==> config.mk <==
export PLATFORM = sky130hd
export DESIGN_NAME = z16_button_debouncer
export DESIGN_NICKNAME = d
export VERILOG_FILES = /design/src/rtl/z16_button_debouncer.sv
export SDC_FILE = /design/constraint.sdc
export NUM_CORES = 1
export LEC_CHECK = 0
export ABC_AREA = 1
export BUFFER_PORTS_ARGS = -buffer_cell sky130_fd_sc_hd__buf_2
export CORE_ASPECT_RATIO = 1.2
export CORE_MARGIN = 4
export CORE_UTILIZATION = 50
export CTS_BUF_LIST = sky130_fd_sc_hd__clkbuf_4
export CTS_CLUSTER_SIZE = 8
export DETAILED_ROUTE_END_ITERATION = 8
export GPL_TIMING_DRIVEN = 0
export PLACE_DENSITY = 0.75
export SYNTH_ARGS = -nofsm -noshare
export SYNTH_HDL_FRONTEND = slang
export SYNTH_SLANG_ARGS = --single-unit
==> constraint.sdc <==
create_clock -name i_clk -period 3.2 [get_ports i_clk]
set_input_delay 0.48 -clock i_clk [delete_from_list [all_inputs] [get_ports i_clk]]
set_output_delay 0.48 -clock i_clk [all_outputs]
set_load 0.005 [all_outputs]
==> src/rtl/z16_button_debouncer.sv <==
// Push-button conditioner: 2-flop synchroniser, polarity fix and press/release debounce FSM
// producing a debounced level plus registered press, release and long-press pulses.
module z16_button_debouncer #(
    parameter int unsigned ACTIVE_LOW      = 1,
    parameter int unsigned DEBOUNCE_CYCLES = 16,
    parameter int unsigned HOLD_CYCLES     = 200,
    parameter int unsigned CNT_W           = 8
) (
    input  logic i_clk,
    input  logic i_rst,
    input  logic i_button,
    output logic o_level,
    output logic o_press,
    output logic o_release,
    output logic o_long
);

    typedef enum logic [1:0] {
        ST_IDLE         = 2'd0,
        ST_PRESS_WAIT   = 2'd1,
        ST_PRESSED      = 2'd2,
        ST_RELEASE_WAIT = 2'd3
    } state_e;

    localparam logic             REL_VAL   = (ACTIVE_LOW != 0) ? 1'b1 : 1'b0;
    localparam bit               LONG_EN   = (HOLD_CYCLES != 0);
    localparam logic [CNT_W-1:0] CNT_ZERO  = {CNT_W{1'b0}};
    localparam logic [CNT_W-1:0] CNT_ONE   = CNT_W'(1);
    localparam logic [CNT_W-1:0] DEB_LAST  = CNT_W'(DEBOUNCE_CYCLES - 1);
    localparam logic [CNT_W-1:0] HOLD_LAST = LONG_EN ? CNT_W'(HOLD_CYCLES - 1) : CNT_ZERO;

    if (DEBOUNCE_CYCLES < 1) begin : g_bad_debounce
        $error("z16_button_debouncer: DEBOUNCE_CYCLES must be at least 1");
    end
    if (HOLD_CYCLES != 0 && HOLD_CYCLES <= DEBOUNCE_CYCLES) begin : g_bad_hold
        $error("z16_button_debouncer: HOLD_CYCLES must be 0 or greater than DEBOUNCE_CYCLES");
    end

    logic             sync1_q, sync2_q;
    logic             s_btn;
    state_e           state_q, state_d;
    logic [CNT_W-1:0] dcnt_q, dcnt_d;
    logic [CNT_W-1:0] hcnt_q, hcnt_d;
    logic             long_done_q, long_done_d;
    logic             level_q, level_d;
    logic             press_q, press_d;
    logic             release_q, release_d;
    logic             long_q, long_d;
    logic             long_hit;

    // s_btn is 1 while the synchronised pin reads "pressed", whatever the board polarity
    assign s_btn    = sync2_q ^ REL_VAL;
    assign long_hit = LONG_EN && (hcnt_q == HOLD_LAST) && !long_done_q;

    // State register: synchroniser, FSM, counters and registered outputs
    always_ff @(posedge i_clk or posedge i_rst) begin
        if (i_rst) begin
            sync1_q     <= REL_VAL;
            sync2_q     <= REL_VAL;
            state_q     <= ST_IDLE;
            dcnt_q      <= CNT_ZERO;
            hcnt_q      <= CNT_ZERO;
            long_done_q <= 1'b0;
            level_q     <= 1'b0;
            press_q     <= 1'b0;
            release_q   <= 1'b0;
            long_q      <= 1'b0;
        end else begin
            sync1_q     <= i_button;
            sync2_q     <= sync1_q;
            state_q     <= state_d;
            dcnt_q      <= dcnt_d;
            hcnt_q      <= hcnt_d;
            long_done_q <= long_done_d;
            level_q     <= level_d;
            press_q     <= press_d;
            release_q   <= release_d;
            long_q      <= long_d;
        end
    end

    // Next-state logic and debounce / hold counters
    always_comb begin
        state_d     = state_q;
        dcnt_d      = dcnt_q;
        hcnt_d      = hcnt_q;
        long_done_d = long_done_q;
        case (state_q)
            ST_IDLE: begin
                if (s_btn) begin
                    state_d = ST_PRESS_WAIT;
                    dcnt_d  = CNT_ZERO;
                end else begin
                    state_d = ST_IDLE;
                end
            end
            ST_PRESS_WAIT: begin
                if (!s_btn) begin
                    state_d = ST_IDLE;
                end else if (dcnt_q == DEB_LAST) begin
                    state_d     = ST_PRESSED;
                    hcnt_d      = CNT_ZERO;
                    long_done_d = 1'b0;
                end else begin
                    dcnt_d = dcnt_q + CNT_ONE;
                end
            end
            ST_PRESSED: begin
                // The done flag keeps o_long to one pulse even after hcnt saturates
                if (long_hit) begin
                    long_done_d = 1'b1;
                end else begin
                    long_done_d = long_done_q;
                end
                if (!s_btn) begin
                    state_d = ST_RELEASE_WAIT;
                    dcnt_d  = CNT_ZERO;
                end else if (hcnt_q < HOLD_LAST) begin
                    hcnt_d = hcnt_q + CNT_ONE;
                end else begin
                    hcnt_d = hcnt_q;
                end
            end
            ST_RELEASE_WAIT: begin
                if (s_btn) begin
                    state_d = ST_PRESSED;
                end else if (dcnt_q == DEB_LAST) begin
                    state_d = ST_IDLE;
                end else begin
                    dcnt_d = dcnt_q + CNT_ONE;
                end
            end
            default: begin
                state_d = ST_IDLE;
                dcnt_d  = CNT_ZERO;
            end
        endcase
    end

    // Output logic: next values of the registered level and pulses
    always_comb begin
        level_d   = level_q;
        press_d   = 1'b0;
        release_d = 1'b0;
        long_d    = 1'b0;
        case (state_q)
            ST_IDLE: begin
                level_d = 1'b0;
            end
            ST_PRESS_WAIT: begin
                if (s_btn && dcnt_q == DEB_LAST) begin
                    level_d = 1'b1;
                    press_d = 1'b1;
                end else begin
                    level_d = 1'b0;
                end
            end
            ST_PRESSED: begin
                level_d = 1'b1;
                long_d  = long_hit;
            end
            ST_RELEASE_WAIT: begin
                if (!s_btn && dcnt_q == DEB_LAST) begin
                    level_d   = 1'b0;
                    release_d = 1'b1;
                end else begin
                    level_d = 1'b1;
                end
            end
            default: begin
                level_d = 1'b0;
            end
        endcase
    end

    assign o_level   = level_q;
    assign o_press   = press_q;
    assign o_release = release_q;
    assign o_long    = long_q;

endmodule

==> results.cfg <==
[critical_path]
reg2reg_to = hcnt_q[4]$_DFFE_PP0P_
crit_required_ns = 3.41
cp_max_fo = 9
r2r_start = dcnt_q[0]$_DFFE_PP0P_
cp_slowest_cell = dfrtp_1
r2r_cells = 8
cp_cell_sequence = ha_1, nand3_2, nor2_2, nor2_1, nor2_4, nand2_4, nand2_1, nand2_1
slowest_delay_ns = 0.43
crit_type = register to register
crit_top_cell = nand2_1
reg2reg_slack_ns = 1.54
end_kind = register
crit_path_start_kind = register
arrival_ns = 1.87

[sta]
rsz0062_at_grt = no
clock_skew_ns = 0.00826
worstMarginPinSlew_ns = 0.918
report.final.slew_viol_count = 0
clock.fmax_ghz = 0.602
max-slew-margin-rel_pct = 38.7
tns_ns = 0
setup_viol = 0
min_period_ns = 1.66
hold_viol = 0
post-route-period-util_pct = 51.9

[min_path]
hp-class = input port to register
worstHoldStart = i_button
holdPathStages = 1
worstHoldEndpoint = sync1_q$_DFF_PP1_

[pwr]
vdd_drop_max_uv = 322
power_leakage_nw = 0.771
power_per_cell_area_nw_per_um2 = 348

[floorplanning]
die_area_sq_um = 3540
row_count = 20
fp.dieH_um = 64.4
coreArea_sq_um = 2530
io_pins = 7
start_util_pct = 52.5
fp.dieW_um = 55.0

[logic_synthesis]
yosys-top-cells-count = 60 x nand2_1, 23 x dfrtp_1, 23 x inv_1, 21 x nor2_1, 17 x nand3_1
synthTopCellsByArea = dfrtp_1 43%, nand2_1 17%, inv_1 6.5%
netlist_instances = 176
async_flop_share_pct = 100
ys_ff_latch = 25
yosysWarnings = 0
synthFlopType = dfrtp_1
yosys.cell_count.top_type = nand2_1
synth_edf_count = 0
syn-num-nets = 181
synth_area_per_cell_sq_um = 7.54
ys_seq_area_share_pct = 47.4
netlist_area_sq_um = 1330
synthDistinctLibCells = 21
synth_top_cell_area_share_pct = 43.4
yosysTopAreaCell = dfrtp_1

[clocking]
root_buffer = clkbuf_4
clk_path_buf_depth = 2
postCtsSetupRepairBufs = 0
cts_htree_levels = 1
cts_resized = 0
cts_buffers = 3
cts_tree = built
cts-hold-fix-buffers = 0
clock_sinks = 25
clock_latency_ns = 0.31
path_clk_slew_ns = 0.13

[run]
maxCapViolations = 0

[global_route]
grtUsageMet3_pct = 2.30
grt_use_met1_pct = 18.4
grt_max_degree = 26
grt_util_all_layers_pct = 15.8
grt_pass1_vias = 1024
grt_overflow = 0
grt_pass1_wl_mm = 4.13
antenna_found_initial = 0
use_met2_pct = 27.5
grt.busiest_layer = met2

[finish]
final_area_sq_um = 1430
layout-drive-gt1-share_pct = 10.8
diodes = 0
fin_nets = 192
fillCellCount = 251
syn2layout_area_growth_pct = 7.45

[placement]
dpl-instance-area_sq_um = 1400
portBuffers = 6
dp_hpwl_mm = 1.83
gp_congestion = 0.896

[drt]
first_iter_violations = 34
dr_total_vias = 1102
post_drt_wl_per_cell_um = 11.2
ant_nets = 0
drc = 0
finalWirelength_mm = 2.45
viasPerCell = 5.03
drt_first_pass_iters = 4

[status]
status = finished, final reports clean
[metal layers]
layer,share of wire [%],routed length (um),vias to the layer above
li1,-,-,571
met1,44,1070,518
met2,54,1310,11
met3,1.8,44,2
met4,0.86,21,0
met5,0,0,-
[worst max-delay path, delay by kind of cell, from the launching register on]
kind	cells	cell delay (ns)
adder cells (fa/ha/maj)	1	0.27
AND/OR/NAND/NOR	7	0.88
flip-flops	1	0.43
[report_power, final]
part | internal (W) | total [W] | switching [W]
clock network | 0.0000466 | 0.000134 | 0.0000873
registers | 0.000323 | 0.000331 | 0.00000818
logic | 0.0000100 | 0.0000312 | 0.0000212
[cell usage in the layout (no fill, tap or decap)]
cell type	n
o21ai_2	2
o21ai_0	5
nand2_1	60
or2_2	1
nand3b_1	3
nor2_4	1
inv_1	23
nand2_4	1
ha_1	2
o21bai_1	2
a21oi_1	3
clkinv_2	1
xor2_1	2
dfrtp_1	23
dfstp_2	2
nand3_1	17
nor2_1	21
nand3_2	1
nor2_2	1
nor3_1	2
buf_2	6
nand4_1	3
buf_6	1
clkbuf_4	3
[metrics by stage]
stage / utilization [%] / std cells / hold slack (ns) / setup WS, ns / power (W)
finish: 56.4 / 219 / 0.248 / 1.54 / 0.000497
global route: 56.4 / 219 / 0.232 / 1.40 / 0.000522
CTS: 56.4 / 219 / 0.238 / 1.54 / 0.000505
detailed placement: 55.3 / 215 / 0.353 / 1.57 / 0.000369
global placement: 55.3 / 215 / 0.346 / 1.61 / 0.000367
floorplan: - / 176 / 0.345 / 1.79 / 0.000360
[registers in the layout, summed over array words and instances (netlist names), named ones only]
name	cells
dcnt_q	8
hcnt_q	8
long_done_q	1
o_level	1
o_long	1
o_press	1
o_release	1
state_q	1
sync1_q	1
sync2_q	1
[how the worst max path moves through the flow]
stage | startpoint | endpoint | slack, ns | cells after the start
floorplan | dcnt_q[0]$_DFFE_PP0P_ | hcnt_q[5]$_DFFE_PP0P_ | 1.79 | 8
global placement | dcnt_q[0]$_DFFE_PP0P_ | hcnt_q[5]$_DFFE_PP0P_ | 1.61 | 8
detailed placement | dcnt_q[0]$_DFFE_PP0P_ | hcnt_q[3]$_DFFE_PP0P_ | 1.57 | 8
CTS | dcnt_q[0]$_DFFE_PP0P_ | hcnt_q[4]$_DFFE_PP0P_ | 1.54 | 8
global route | dcnt_q[0]$_DFFE_PP0P_ | hcnt_q[0]$_DFFE_PP0P_ | 1.40 | 8
finish | dcnt_q[0]$_DFFE_PP0P_ | hcnt_q[4]$_DFFE_PP0P_ | 1.54 | 8
[layout make-up]
| cell class | count | area, sq um | share of cell area [%] |
|---|---|---|---|
| plain buffers | 1 | 11.3 | 0.790 |
| clock buffers | 3 | 22.5 | 1.58 |
| inverters | 23 | 86.3 | 6.06 |
| flip-flops and latches | 25 | 628 | 44.1 |
| well taps | 33 | 41.3 | 2.90 |
| multi-input cells | 127 | 601 | 42.1 |
| clock inverters | 1 | 5.00 | 0.351 |
| repair buffers | 6 | 30.0 | 2.11 |
[logic make-up (layout without fill, tap and decap cells)]
logic type / count (synthesis) / count (layout) / synth area share, %
buffers and inverters: 24 / 34 / 7.36
adder cells (fa/ha/maj): 2 / 2 / 1.89
XOR/XNOR: 2 / 2 / 1.32
AND/OR/NAND/NOR: 111 / 111 / 36.6
flip-flops: 25 / 25 / 47.4
AO/OA/AOI/OAI: 12 / 12 / 5.47
(Power assumes the default switching activity.)
